File: config.mk
export PLATFORM = sky130hd
export DESIGN_NAME = axi_ddr_tg_master
export DESIGN_NICKNAME = d
export VERILOG_FILES = /design/src/rtl/axi_tg_pkg.sv /design/src/rtl/axi_tg_pattern.sv /design/src/rtl/axi_ddr_tg_master.sv
export SDC_FILE = /design/constraint.sdc
export NUM_CORES = 1
export LEC_CHECK = 0
export BUFFER_PORTS_ARGS = -buffer_cell sky130_fd_sc_hd__buf_2
export CAP_MARGIN = 0
export CELL_PAD_IN_SITES_DETAIL_PLACEMENT = 1
export CELL_PAD_IN_SITES_GLOBAL_PLACEMENT = 1
export CORE_AREA = 3 3 550 552
export DETAILED_ROUTE_END_ITERATION = 10
export DIE_AREA = 0 0 553 555
export PLACE_DENSITY = 0.3
export SLEW_MARGIN = 30
export SYNTH_ARGS = -nofsm -noshare
export SYNTH_HDL_FRONTEND = slang
export SYNTH_HIERARCHICAL = 1
export SYNTH_SLANG_ARGS = --single-unit
export TNS_END_PERCENT = 10
File: constraint.sdc
create_clock -name clk_core -period 6.4 [get_ports clk_core]
set_input_delay 0.32 -clock clk_core [delete_from_list [all_inputs] [get_ports clk_core]]
set_output_delay 0.32 -clock clk_core [all_outputs]
set_load 0.005 [all_outputs]
File: src/rtl/axi_tg_pkg.sv
// Shared types and AXI encodings for the DDR traffic-generator master.
package axi_tg_pkg;

  typedef enum logic [2:0] {
    StIdle,
    StWrAddr,
    StWrData,
    StWrResp,
    StRdAddr,
    StRdData,
    StDone
  } tg_state_e;

  localparam logic [2:0] AXI_SIZE_64B   = 3'd6;
  localparam logic [1:0] AXI_BURST_INCR = 2'b01;
  localparam logic [1:0] AXI_RESP_OKAY  = 2'b00;

endpackage

File: src/rtl/axi_tg_pattern.sv
// Expected 512-bit beat payload: the low address word XOR seed, replicated 16 times.
module axi_tg_pattern #(
  parameter logic [31:0] SEED = 32'h1
) (
  input  logic [31:0]  beat_addr_i,
  output logic [511:0] data_o
);

  assign data_o = {16{beat_addr_i ^ SEED}};

endmodule

File: src/rtl/axi_ddr_tg_master.sv
// AXI4 traffic generator: writes NUM_BURSTS patterned bursts, reads them back and counts errors.
module axi_ddr_tg_master
  import axi_tg_pkg::*;
#(
  parameter logic [63:0] BASE_ADDR  = 64'h0,
  parameter int unsigned NUM_BURSTS = 16,
  parameter logic [7:0]  BURST_LEN  = 8'd7,
  parameter logic [31:0] SEED       = 32'h1
) (
  input  logic         clk_core,
  input  logic         rst,
  input  logic         start,
  output logic         busy,
  output logic         done,
  output logic         pass,
  output logic [15:0]  err_cnt,
  output logic [63:0]  err_addr,
  output logic [15:0]  cl_sh_ddr_awid,
  output logic [63:0]  cl_sh_ddr_awaddr,
  output logic [7:0]   cl_sh_ddr_awlen,
  output logic [2:0]   cl_sh_ddr_awsize,
  output logic [1:0]   cl_sh_ddr_awburst,
  output logic         cl_sh_ddr_awvalid,
  input  logic         sh_cl_ddr_awready,
  output logic [511:0] cl_sh_ddr_wdata,
  output logic [63:0]  cl_sh_ddr_wstrb,
  output logic         cl_sh_ddr_wlast,
  output logic         cl_sh_ddr_wvalid,
  input  logic         sh_cl_ddr_wready,
  input  logic [15:0]  sh_cl_ddr_bid,
  input  logic [1:0]   sh_cl_ddr_bresp,
  input  logic         sh_cl_ddr_bvalid,
  output logic         cl_sh_ddr_bready,
  output logic [15:0]  cl_sh_ddr_arid,
  output logic [63:0]  cl_sh_ddr_araddr,
  output logic [7:0]   cl_sh_ddr_arlen,
  output logic [2:0]   cl_sh_ddr_arsize,
  output logic [1:0]   cl_sh_ddr_arburst,
  output logic         cl_sh_ddr_arvalid,
  input  logic         sh_cl_ddr_arready,
  input  logic [15:0]  sh_cl_ddr_rid,
  input  logic [511:0] sh_cl_ddr_rdata,
  input  logic [1:0]   sh_cl_ddr_rresp,
  input  logic         sh_cl_ddr_rlast,
  input  logic         sh_cl_ddr_rvalid,
  output logic         cl_sh_ddr_rready
);

  localparam logic [63:0] Stride    = (64'(BURST_LEN) + 64'd1) << 6;
  localparam logic [63:0] BeatBytes = 64'd64;
  localparam logic [15:0] LastIdx   = 16'(NUM_BURSTS - 1);

  tg_state_e    state_q;
  logic [15:0]  idx_q;
  logic [7:0]   beat_q;
  logic [63:0]  burst_addr_q, beat_addr_q;
  logic         awvalid_q, wvalid_q, wlast_q, bready_q, arvalid_q, rready_q, done_q;
  logic [15:0]  err_cnt_q;
  logic [63:0]  err_addr_q;
  logic [511:0] exp_data;
  logic         b_err, r_err, err_hit;
  logic [63:0]  err_loc;

  axi_tg_pattern #(
    .SEED(SEED)
  ) u_pattern (
    .beat_addr_i(beat_addr_q[31:0]),
    .data_o     (exp_data)
  );

  always_comb begin
    b_err   = (sh_cl_ddr_bresp != AXI_RESP_OKAY) || (sh_cl_ddr_bid != idx_q);
    r_err   = (sh_cl_ddr_rdata != exp_data) || (sh_cl_ddr_rresp != AXI_RESP_OKAY) ||
              (sh_cl_ddr_rid != idx_q) || (sh_cl_ddr_rlast != (beat_q == BURST_LEN));
    err_hit = ((state_q == StWrResp) && sh_cl_ddr_bvalid && bready_q && b_err) ||
              ((state_q == StRdData) && sh_cl_ddr_rvalid && rready_q && r_err);
    // A write response has no beat of its own; blame the burst start address.
    err_loc = (state_q == StWrResp) ? burst_addr_q : beat_addr_q;
  end

  always_ff @(posedge clk_core) begin
    if (rst) begin
      state_q      <= StIdle;
      idx_q        <= '0;
      beat_q       <= '0;
      burst_addr_q <= '0;
      beat_addr_q  <= '0;
      awvalid_q    <= 1'b0;
      wvalid_q     <= 1'b0;
      wlast_q      <= 1'b0;
      bready_q     <= 1'b0;
      arvalid_q    <= 1'b0;
      rready_q     <= 1'b0;
      done_q       <= 1'b0;
      err_cnt_q    <= '0;
      err_addr_q   <= '0;
    end else begin
      if (err_hit) begin
        if (err_cnt_q == 16'h0000) err_addr_q <= err_loc;
        if (err_cnt_q != 16'hFFFF) err_cnt_q <= err_cnt_q + 16'd1;
      end
      unique case (state_q)
        StIdle, StDone: begin
          if (start) begin
            state_q      <= StWrAddr;
            idx_q        <= '0;
            burst_addr_q <= BASE_ADDR;
            done_q       <= 1'b0;
            err_cnt_q    <= '0;
            err_addr_q   <= '0;
          end
        end
        StWrAddr: begin
          if (!awvalid_q) begin
            awvalid_q <= 1'b1;
          end else if (sh_cl_ddr_awready) begin
            awvalid_q   <= 1'b0;
            wvalid_q    <= 1'b1;
            wlast_q     <= (BURST_LEN == 8'd0);
            beat_q      <= '0;
            beat_addr_q <= burst_addr_q;
            state_q     <= StWrData;
          end
        end
        StWrData: begin
          if (sh_cl_ddr_wready) begin
            if (wlast_q) begin
              wvalid_q <= 1'b0;
              wlast_q  <= 1'b0;
              bready_q <= 1'b1;
              state_q  <= StWrResp;
            end else begin
              beat_q      <= beat_q + 8'd1;
              beat_addr_q <= beat_addr_q + BeatBytes;
              wlast_q     <= ((beat_q + 8'd1) == BURST_LEN);
            end
          end
        end
        StWrResp: begin
          if (sh_cl_ddr_bvalid) begin
            bready_q <= 1'b0;
            if (idx_q == LastIdx) begin
              idx_q        <= '0;
              burst_addr_q <= BASE_ADDR;
              state_q      <= StRdAddr;
            end else begin
              idx_q        <= idx_q + 16'd1;
              burst_addr_q <= burst_addr_q + Stride;
              state_q      <= StWrAddr;
            end
          end
        end
        StRdAddr: begin
          if (!arvalid_q) begin
            arvalid_q <= 1'b1;
          end else if (sh_cl_ddr_arready) begin
            arvalid_q   <= 1'b0;
            rready_q    <= 1'b1;
            beat_q      <= '0;
            beat_addr_q <= burst_addr_q;
            state_q     <= StRdData;
          end
        end
        StRdData: begin
          if (sh_cl_ddr_rvalid) begin
            beat_q      <= beat_q + 8'd1;
            beat_addr_q <= beat_addr_q + BeatBytes;
            if (sh_cl_ddr_rlast) begin
              rready_q <= 1'b0;
              if (idx_q == LastIdx) begin
                done_q  <= 1'b1;
                state_q <= StDone;
              end else begin
                idx_q        <= idx_q + 16'd1;
                burst_addr_q <= burst_addr_q + Stride;
                state_q      <= StRdAddr;
              end
            end
          end
        end
        default: state_q <= StIdle;
      endcase
    end
  end

  assign busy              = (state_q != StIdle) && (state_q != StDone);
  assign done              = done_q;
  assign pass              = done_q && (err_cnt_q == 16'h0000);
  assign err_cnt           = err_cnt_q;
  assign err_addr          = err_addr_q;
  assign cl_sh_ddr_awid    = idx_q;
  assign cl_sh_ddr_awaddr  = burst_addr_q;
  assign cl_sh_ddr_awlen   = BURST_LEN;
  assign cl_sh_ddr_awsize  = AXI_SIZE_64B;
  assign cl_sh_ddr_awburst = AXI_BURST_INCR;
  assign cl_sh_ddr_awvalid = awvalid_q;
  assign cl_sh_ddr_wdata   = wvalid_q ? exp_data : '0;
  assign cl_sh_ddr_wstrb   = '1;
  assign cl_sh_ddr_wlast   = wlast_q;
  assign cl_sh_ddr_wvalid  = wvalid_q;
  assign cl_sh_ddr_bready  = bready_q;
  assign cl_sh_ddr_arid    = idx_q;
  assign cl_sh_ddr_araddr  = burst_addr_q;
  assign cl_sh_ddr_arlen   = BURST_LEN;
  assign cl_sh_ddr_arsize  = AXI_SIZE_64B;
  assign cl_sh_ddr_arburst = AXI_BURST_INCR;
  assign cl_sh_ddr_arvalid = arvalid_q;
  assign cl_sh_ddr_rready  = rready_q;

endmodule
-- After elaboration in Yosys (flattened, before gate mapping)
Cells that the tools add are included.
- register bits: 242
- output and inout port bits: 851
- word-level logic and storage cells: 162
- add/sub/neg operators: 5
- eq/ne operators: 28
- multiplexer cells: 81
- bitwise gates (word level): 1
- reduce and logical (&&, ||, !) cells: 33
- operators by type and width (cell ; count):
    64-bit 2-to-1 mux ; 18
    512-bit 2-to-1 mux ; 1
    512-bit != test ; 1
    64-bit case mux with 4 select lines ; 1
    64-bit case mux with 3 select lines ; 1
    16-bit 2-to-1 mux ; 10
    64-bit by 10-bit adder with 64-bit output (second input constant) ; 1
    64-bit by 7-bit adder with 64-bit output (second input constant) ; 1
    8-bit 2-to-1 mux ; 7
    16-bit case mux with 3 select lines ; 1
    3-bit 2-to-1 mux ; 11
    16-bit by 1-bit adder with 16-bit output (second input constant) ; 2
    16-bit != test ; 2
    8-bit case mux with 4 select lines ; 1
    2-bit != test (second input constant) ; 12
    1-bit 2-to-1 mux ; 23
    3-bit case mux with 6 select lines ; 1
    16-bit by 4-bit == test with 1-bit output (second input constant) ; 1
    8-bit by 3-bit == test with 1-bit output (second input constant) ; 2
    16-bit zero test ; 1
    16-bit != test (second input constant) ; 1
    5-bit AND reduction ; 3
    2-bit nonzero test ; 6
    1-bit case mux with 2 select lines ; 5
    19 further kinds ; 35

-- Logic depth before layout (Yosys ltp)
Gate-level depths: netlist of the first run.
- word-level depth: 10
- depth in mapped cells: 14
- gate-level depth less buffers: 10

-- Hierarchy
The synthesis of the first run kept the hierarchy.
- by module, submodules not included (module ; instances ; cells each ; area an instance (µm²) ; sequential area each (µm²)):
    axi_ddr_tg_master ; 1 ; 3278 ; 23694.0 ; 4564.4
    axi_tg_pattern ; 1 ; 512 ; 3839.9 ; 0.0

-- Least setup slack after synthesis of the first run
OpenSTA, ideal clock, no wires.
- path type: register -> register
- start point: register beat_addr_q[4]
- end point: register err_addr_q[0], in the netlist err_addr[0]
- library setup time: 83 ps
- data arrival time: 4473 ps
- required time: 6317 ps
- slack: 1844 ps
- stages on the path, launching flop included: 14
- path buffers: 3
- clock period less this slack: 4556 ps
- path through: dfxtp_1 -> inv_1 -> buf_4 -> xnor2_1 -> nand4_1 -> nor4_1 -> nand4_1 -> or4_4 -> nor4_4 -> nand4_2 -> nand3b_2 -> buf_12 -> buf_12 -> mux2i_1
- word-level cells in the longest chain between the ends: 9
- RTL lines (element ; RTL line ; text):
    start, declared ; axi_ddr_tg_master.sv:56 ; logic [63:0] burst_addr_q, beat_addr_q;
    start signal, assigned ; axi_ddr_tg_master.sv:121 ; beat_addr_q <= burst_addr_q;
    start signal, assigned ; axi_ddr_tg_master.sv:134 ; beat_addr_q <= beat_addr_q + BeatBytes;
    start signal, assigned ; axi_ddr_tg_master.sv:160 ; beat_addr_q <= burst_addr_q;
    512-bit != test (*) ; axi_ddr_tg_master.sv:73 ; r_err = (sh_cl_ddr_rdata != exp_data) || (sh_cl_ddr_rresp != AXI_RESP_OKAY) ||
    1-bit logical OR (*) (2 in series) ; axi_ddr_tg_master.sv:73 ;
    1-bit logical OR (*) ; axi_ddr_tg_master.sv:74 ; (sh_cl_ddr_rid != idx_q) || (sh_cl_ddr_rlast != (beat_q == BURST_LEN));
    1-bit logical AND (*) ; axi_ddr_tg_master.sv:76 ; ((state_q == StRdData) && sh_cl_ddr_rvalid && rready_q && r_err);
    1-bit logical OR (*) ; axi_ddr_tg_master.sv:75 ; err_hit = ((state_q == StWrResp) && sh_cl_ddr_bvalid && bready_q && b_err) ||
    64-bit 2-to-1 mux (*) ; axi_ddr_tg_master.sv:98 ; if (err_hit) begin
    64-bit 2-to-1 mux ; axi_ddr_tg_master.sv:104 ; if (start) begin
    64-bit 2-to-1 mux (*) ; axi_ddr_tg_master.sv:102 ; unique case (state_q)
    end signal, assigned ; axi_ddr_tg_master.sv:99 ; if (err_cnt_q == 16'h0000) err_addr_q <= err_loc;
    end, declared ; axi_ddr_tg_master.sv:59 ; logic [63:0] err_addr_q;
Mark *: on every way between the ends. The rest lies on a longest branch, timed or not.
A chain may end at the register's enable or synchronous reset.

-- Worst setup path after layout of the first run
- start point: register beat_addr_q[9]
- end point: register err_addr_q[47], in the netlist err_addr[47]
The elaborated chain is that of the path after synthesis.

==> results of run 1 <==
## power breakdown
part / internal, mW / total, mW / switching (mW)
Combinational: 0.777 / 2.55 / 1.77
Sequential: 1.48 / 1.83 / 0.349
Clock: 1.16 / 2.06 / 0.903
## cells in the mapped netlist, drive strengths merged, types with 9 or more instances
master | instances | area (sq um)
nor3 | 36 | 191
o31ai | 9 | 67.6
and4 | 10 | 87.6
o22ai | 83 | 519
nor2 | 186 | 698
nand3 | 84 | 420
o21ai | 84 | 428
nor4 | 86 | 589
o2111ai | 18 | 158
nor2b | 66 | 420
clkbuf | 129 | 488
o2bb2ai | 39 | 342
o211ai | 9 | 67.6
a211oi | 22 | 165
and2 | 521 | 3260
a2111oi | 26 | 254
a22o | 21 | 184
mux2i | 71 | 711
xnor2 | 155 | 1360
or3 | 30 | 188
buf | 709 | 5400
nand2b | 60 | 375
nand2 | 257 | 965
dfxtp | 228 | 4560
a221oi | 25 | 219
and3 | 31 | 194
a21oi | 93 | 469
a31oi | 9 | 56.3
a22oi | 18 | 135
xor2 | 185 | 1620
inv | 255 | 957
nand4 | 91 | 576
a2111o | 12 | 135
or4 | 18 | 139
mux2 | 47 | 529
## layer usage
layer  global-route usage, %  vias up
li1                        -    13500
met1                    20.6    14700
met2                    33.7     1648
met3                    4.31      648
met4                    6.79       82
met5                       0        -
## logic make-up after synthesis
family	after synthesis	synth area share [%]
simple gates	1495	30.0
mux	118	4.50
other cells	2	0.0273
fa+ha+maj	7	0.318
compound gates	496	12.5
flops	228	16.6
buf+inv	1104	25.2
xor+xnor	340	10.8
## layout by cell type (no fill, tap or decap), types with 18 or more instances in the layout
| cell type | count |
|---|---|
| buf_2 | 1299 |
| nor4_1 | 69 |
| o2111ai_1 | 18 |
| mux2_2 | 47 |
| conb_1 | 108 |
| and3_1 | 31 |
| dfxtp_4 | 28 |
| a22oi_1 | 18 |
| dfxtp_1 | 200 |
| nor2_1 | 185 |
| mux2i_1 | 71 |
| diode_2 | 120 |
| a221oi_1 | 25 |
| nor3_1 | 35 |
| inv_1 | 251 |
| nand4_1 | 90 |
| nor2b_1 | 64 |
| nand2_1 | 256 |
| clkbuf_16 | 37 |
| and2_1 | 520 |
| or3_1 | 30 |
| nand3_1 | 84 |
| a22o_1 | 21 |
| a21oi_1 | 90 |
| o2bb2ai_1 | 39 |
| nand2b_1 | 59 |
| o22ai_1 | 82 |
| o21ai_0 | 77 |
| a211oi_1 | 19 |
| xnor2_1 | 152 |
| buf_4 | 102 |
| xor2_1 | 185 |
## sequential cells by signal (all words and copies together) (netlist names), 3 cells and up
signal and cells:
beat_q 8, cl_sh_ddr_araddr 55, beat_addr_q 59, err_cnt 16, cl_sh_ddr_arid 16, err_addr 64
state_q 3
## stage by stage
step / std cells / worst slack [ps] / power [mW]
3_5_place_dp: 8398 / 710 / 4.50
5_1_grt: 8518 / 820 / 6.82
2_1_floorplan: 3896 / 1840 / 3.26
6_report: 8583 / 1100 / 6.44
3_3_place_gp: 8391 / 569 / 4.46
4_1_cts: 8462 / 660 / 6.65
## worst max-delay path, stage by stage, from the launching register on
cell      delay [ps]
dfxtp_4          800
buf_4            410
inv_1            100
a22o_1           280
nor4_1           700
nand4_1          480
or4_4            560
nor4_4           320
nand4_2          270
buf_4            250
nand3b_4         420
buf_4            280
mux2i_1          210
## area by class of cell
class,count,area (sq um),share of cell area [%]
timing repair buffer,1413,7520,20.8
clock inverter,12,126,0.349
antenna,120,300,0.830
sequential,228,4670,12.9
inverter,255,960,2.65
multi-input combinational,2564,16600,46.0
clock buffer,52,1020,2.83
tap,3939,4930,13.6
## how the worst max path moves through the flow
stage,start,endpoint,slack [ps],cells past startpoint
2_1_floorplan,beat_addr_q[4],err_addr[0],1840,13
3_3_place_gp,beat_addr_q[23],err_addr[11],570,12
3_5_place_dp,beat_addr_q[28],err_addr[40],710,13
4_1_cts,beat_addr_q[28],err_addr[14],660,13
5_1_grt,beat_addr_q[9],err_addr[14],820,12
6_report,beat_addr_q[9],err_addr[47],1100,12
==> summary.txt, run 1 <==
Run status
  – Status: completed

Yosys
  – Seq/Total Area, Yosys: between 10% and 20%
  – Mean Syn Cell Area: approximately 7.3 sq um
  – Main synth FF type: dfxtp_1
  – Synthesized netlist cell count: between 3,000 and 4,000
  – Post-synth EDFFs: 0
  – Synth Warn #: 6
  – Post-synth ARST share: 0%
  – Synth Cell Area: 27,500 sq um
  – Yosys cell types: between 80 and 90
  – Synthesis-stage register bit count: about 230

Routing
  – Antenna Nets Post-Route: 0
  – DR DRC count: 0
  – Initial DRC Count: 1,978
  – WL final: just under 300 mm
  – Top layer in use: met5
  – Drt pass-1 iters: 4
  – M1 WL: between 100 and 150 mm
  – Met2 wire len: about 150 mm
  – DR WL met3: 17.9 mm
  – Vias: around 30,000
  – Via-per-instance ratio: ~3.6
  – Wirelength per Cell: roughly 34 um

Worst setup path
  – Worst setup EP type: register
  – Critical path data required time: slightly below 7000 ps
  – R2R Setup Slk: between 1000 and 1500 ps
  – Crit Path Max Fanout: 22
  – Worst R2R End: err_addr[47]
  – FF-to-FF path depth: 12
  – Setup crit start kind: register
  – WS Path Type: register to register
  – Reg2Reg Launch Point: beat_addr_q[9]
  – Critical Path AT: around 5800 ps

Finish
  – Fill cell count: roughly 36,000
  – Nets: roughly 5,100
  – Finished Core Util: roughly 12%
  – Share of cells above drive strength 1: around a third
  – Layout area overhead: 31.4%
  – Post-route cell area: ~36,000 sq um

CTS
  – CTS sink count: 228
  – CTS tree: yes
  – Max clock buf depth: 3
  – CTS hold repair buffers: 0
  – Post-CTS sizing: 0
  – Cts bufs inserted: 36
  – Root buf cell: clkbuf_16
  – Clk_lat worst skew: 610 ps
  – H-tree levels: 2
  – Clock-pin slew of the registers on the worst-case setup and hold paths: 60 ps
  – Post-CTS Setup Inserts: 0

Job
  – Max_cap viols: 0

Hold path
  – HP Class: primary input to register
  – Worst Hold Launch: sh_cl_ddr_bvalid
  – Hold Path Cell Cnt: 4
  – End of the worst hold path: cl_sh_ddr_bready

Floorplan
  – Rows: 200
  – Die H: between 500 and 600 um
  – Area of the core: ~300,000 sq um
  – Die area: around 310,000 sq um
  – Initial core utilization: between 9 and 10%
  – Top Ports: 1,408
  – DIE WIDTH: roughly 550 um

Global routing
  – Global-route wire length before repair: approximately 370 mm
  – Largest net degree at the start of global routing: 230
  – Congestion Overflow GR: 0
  – Tot GR Track Use: approximately 18%
  – Vias in the first global route: ~30,000
  – Initial antenna violation count: 342

Pwr
  – PD cells: about 180 nW/um^2
  – LEAKAGE: around 16 nW
  – Worst vdd ir: approximately 0.00015 V

STA
  – Fin crit period: 5300 ps
  – Tcrit/Tclk final: about 83%
  – RSZ-0062 raised after global routing: no
  – Final hold slack: between 100 and 150 ps
  – Endpoints failing hold: 0
  – Worst-Margin Slew: 1040 ps
  – Headroom to the max-slew limit: roughly 30%
  – Worst Skew: between 40 and 50 ps
  – Slew Viols, Final: 0
  – Fin Setup TNS: 0 ps
  – FMAX: about 190 MHz
  – Final setup violation count: 0

Place
  – DP Wirelength: 251 mm
  – RePlAce Congestion: 0.884
  – Port Buf Inserts: between 1,000 and 1,500
  – Post-Place Cell Area: around 35,000 sq um
Power figures use the tool's default switching activity.
==> inputs of run 2 (changes only) <==
ABC_AREA = 1   (was default)
CORE_AREA = 3 3 554 556   (was 3 3 550 552)
DIE_AREA = 0 0 557 559   (was 0 0 553 555)
PLACE_DENSITY = 0.34   (was 0.3)
clock period = 4.73 ns   (was 6.4 ns; I/O delays follow)
==> summary.txt, run 2 <==
Routing
  – Initial DRC Count: 2,253
  – Wirelength per Cell: 25.4 um
  – DR DRC count: 0
  – Vias: ~40,000
  – WL final: about 280 mm
  – Antenna Nets Post-Route: 0
  – Drt pass-1 iters: 6
  – Via-per-instance ratio: 3.56

CTS
  – Root buf cell: clkbuf_16
  – Cts bufs inserted: 37
  – CTS tree: yes
  – Clk_lat worst skew: about 600 ps
  – Post-CTS Setup Inserts: 0
  – CTS sink count: 228
  – Max clock buf depth: 3
  – H-tree levels: 2
  – Clock-pin slew of the registers on the worst-case setup and hold paths: 60 ps

Global routing
  – Initial antenna violation count: 174
  – Vias in the first global route: approximately 40,000
  – Tot GR Track Use: about 17%
  – Global-route wire length before repair: ~370 mm
  – Largest net degree at the start of global routing: 150
  – Congestion Overflow GR: 0

STA
  – Slew Viols, Final: 0
  – Worst Skew: around 22 ps
  – Tcrit/Tclk final: between 90 and 100%
  – Final hold slack: ~28 ps
  – Fin crit period: 4340 ps
  – Fin Setup TNS: 0 ps
  – Headroom to the max-slew limit: approximately a third
  – Final setup violation count: 0
  – FMAX: 231 MHz
  – RSZ-0062 raised after global routing: no
  – Worst-Margin Slew: roughly 1000 ps
  – Endpoints failing hold: 0

Floorplan
  – Rows: 202
  – Area of the core: around 300,000 sq um
  – Top Ports: 1,408
  – Die H: 559 um
  – DIE WIDTH: 557 um
  – Die area: a little over 300,000 sq um
  – Initial core utilization: between 10% and 20%

Finish
  – Post-Layout Cell Count: roughly 11,000
  – Number of flip-flops in the largest register: 64
  – Finished Core Util: 13.8%
  – Layout area overhead: 26.8%
  – Most frequent cells in the layout: nand2_1, inv_1, buf_2
  – Most common cell after layout, fill and taps aside: nand2_1
  – Share of cells above drive strength 1: 22.6%
  – Nets: around 7,600

Run status
  – Status: completed

Place
  – Post-Place Cells: roughly 11,000
  – Port Buf Inserts: roughly 1,300
  – DP Wirelength: ~240 mm
  – RePlAce Congestion: between 0.8 and 0.9

Yosys
  – Mean Syn Cell Area: about 5.2 sq um
  – Yosys cell types: between 50 and 60
  – Main combinational cell family by area after synthesis: simple AND/OR/NAND/NOR gates
  – XOR/XNOR share of the synthesized area: between 5 and 6%
  – Synth Warn #: 6
  – Ranking of synthesized cells by area: nand2_1, inv_1, buf_4
  – Synthesized netlist cell count: around 6,300
  – Post-synth EDFFs: 0
  – Count leader, synth: nand2_1
  – Synthesis-stage register bit count: between 200 and 250
  – Mux share of post-synthesis cell area: 0.427%
  – Seq/Total Area, Yosys: between 10% and 20%
  – Synth Area in Compound Gates: under 10%
  – Synth Cell Area: between 30,000 and 40,000 sq um
  – Simple-gate share of the synthesized area: between 30% and 40%
  – Synth top area share: around a quarter
  – Main synth FF type: dfxtp_1
  – Top post-synthesis cells by count: nand2_1, inv_1, buf_4
  – Largest area contributor in the netlist: nand2_1
  – Post-synth ARST share: 0%
  – Synth Area in Adders: less than 1%

Worst setup path
  – Setup crit start kind: register
  – Critical Path AT: around 4900 ps
  – WS Path Type: register to register
  – Critical path data required time: ~5300 ps
  – Crit Path Max Fanout: 52
  – Worst setup EP type: register

Pwr
  – PD cells: 219 nW/um^2
  – Worst vdd ir: slightly below 0.0003 V
  – LEAKAGE: ~24 nW

Job
  – Max_cap viols: 0

Hold path
  – HP Class: primary input to register
[run 2: changes by cell type in the layout (fill, tap and decap cells not counted), moves of 57 or more]
cell / before / now
nand2_1: 256 / 2049
mux2i_1: 71 / 14
nand2b_1: 59 / 0
nor2_1: 185 / 525
nor2b_1: 64 / 0
and2_1: 520 / 1
inv_1: 251 / 1540
nand4_1: 90 / 161
nor3_1: 35 / 103
xor2_1: 185 / 82
o21ai_0: 77 / 184
[run 2: kinds of logic after synthesis]
family,count (synthesis)
flops,228
mux,14
other cells,2
compound gates,426
buf+inv,2395
xor+xnor,201
simple gates,3013
fa+ha+maj,7
[run 2: path summary, 6_finish.rpt]
path	slack (ps)	start	endpoint	depth (start not counted)
setup / recovery	390	beat_addr_q[24]	err_addr[16]	16
hold / removal	30	sh_cl_ddr_arready	cl_sh_ddr_arvalid	4
setup reg to reg	390	beat_addr_q[24]	err_addr[16]	16
hold reg to reg	490	beat_q[3]	beat_q[3]	2
[run 2: critical path, stage by stage, from the launching register on]
cell and delay (ps):
dfxtp_4 710, buf_4 400, xnor2_1 260, nand4_1 240, nor2_1 400, nand2_1 100, nor2_1 190, nand2_1 280
nor2_1 180, buf_4 110, nand3_1 260, nand2_1 330, nand2_4 200, buf_12 250, nand2_1 100, nand2_1 50
nor2_1 110
[run 2: final cells by class]
cell class	count	area (sq um)
clock inverter	16	161
sequential	228	4670
antenna	77	193
fill	38400	261000
tap	3978	4980
timing repair buffer	1438	7720
inverter	1555	5840
clock buffer	50	1030
multi-input combinational	3769	17100
[run 2: report_power, final]
part	internal, mW	leakage, nW	switching, mW
logic	1.05	21.3	2.98
clock network	1.60	0.584	1.22
registers	1.98	1.86	0.289
[run 2: what timing repair did]
item | in CTS | in global routing
hold endpoints to repair | 1 | 0
gates resized for setup | 0 | 1
setup endpoints to repair | 0 | 49
hold buffers | 1 | 0
[run 2: per-layer routing]
metal  track usage, %  vias to the layer above  wire [um]
met2             32.3                     1287     145000
met5                0                        -        172
met3             2.18                      362      12300
li1                 -                    19200          -
met1             20.6                    18700     116000
met4             4.09                       26       7820
[run 2: stage by stage]
| stage | worst slack (ps) | area, sq um | power (mW) |
|---|---|---|---|
| after floorplan | 747 | 33200 | 4.57 |
| after global placement | 126 | 40200 | 6.45 |
| after detailed placement | 121 | 40300 | 6.47 |
| after CTS | 90.4 | 41500 | 9.38 |
| after global routing | 48.7 | 41600 | 9.73 |
| final | 393 | 41600 | 9.12 |
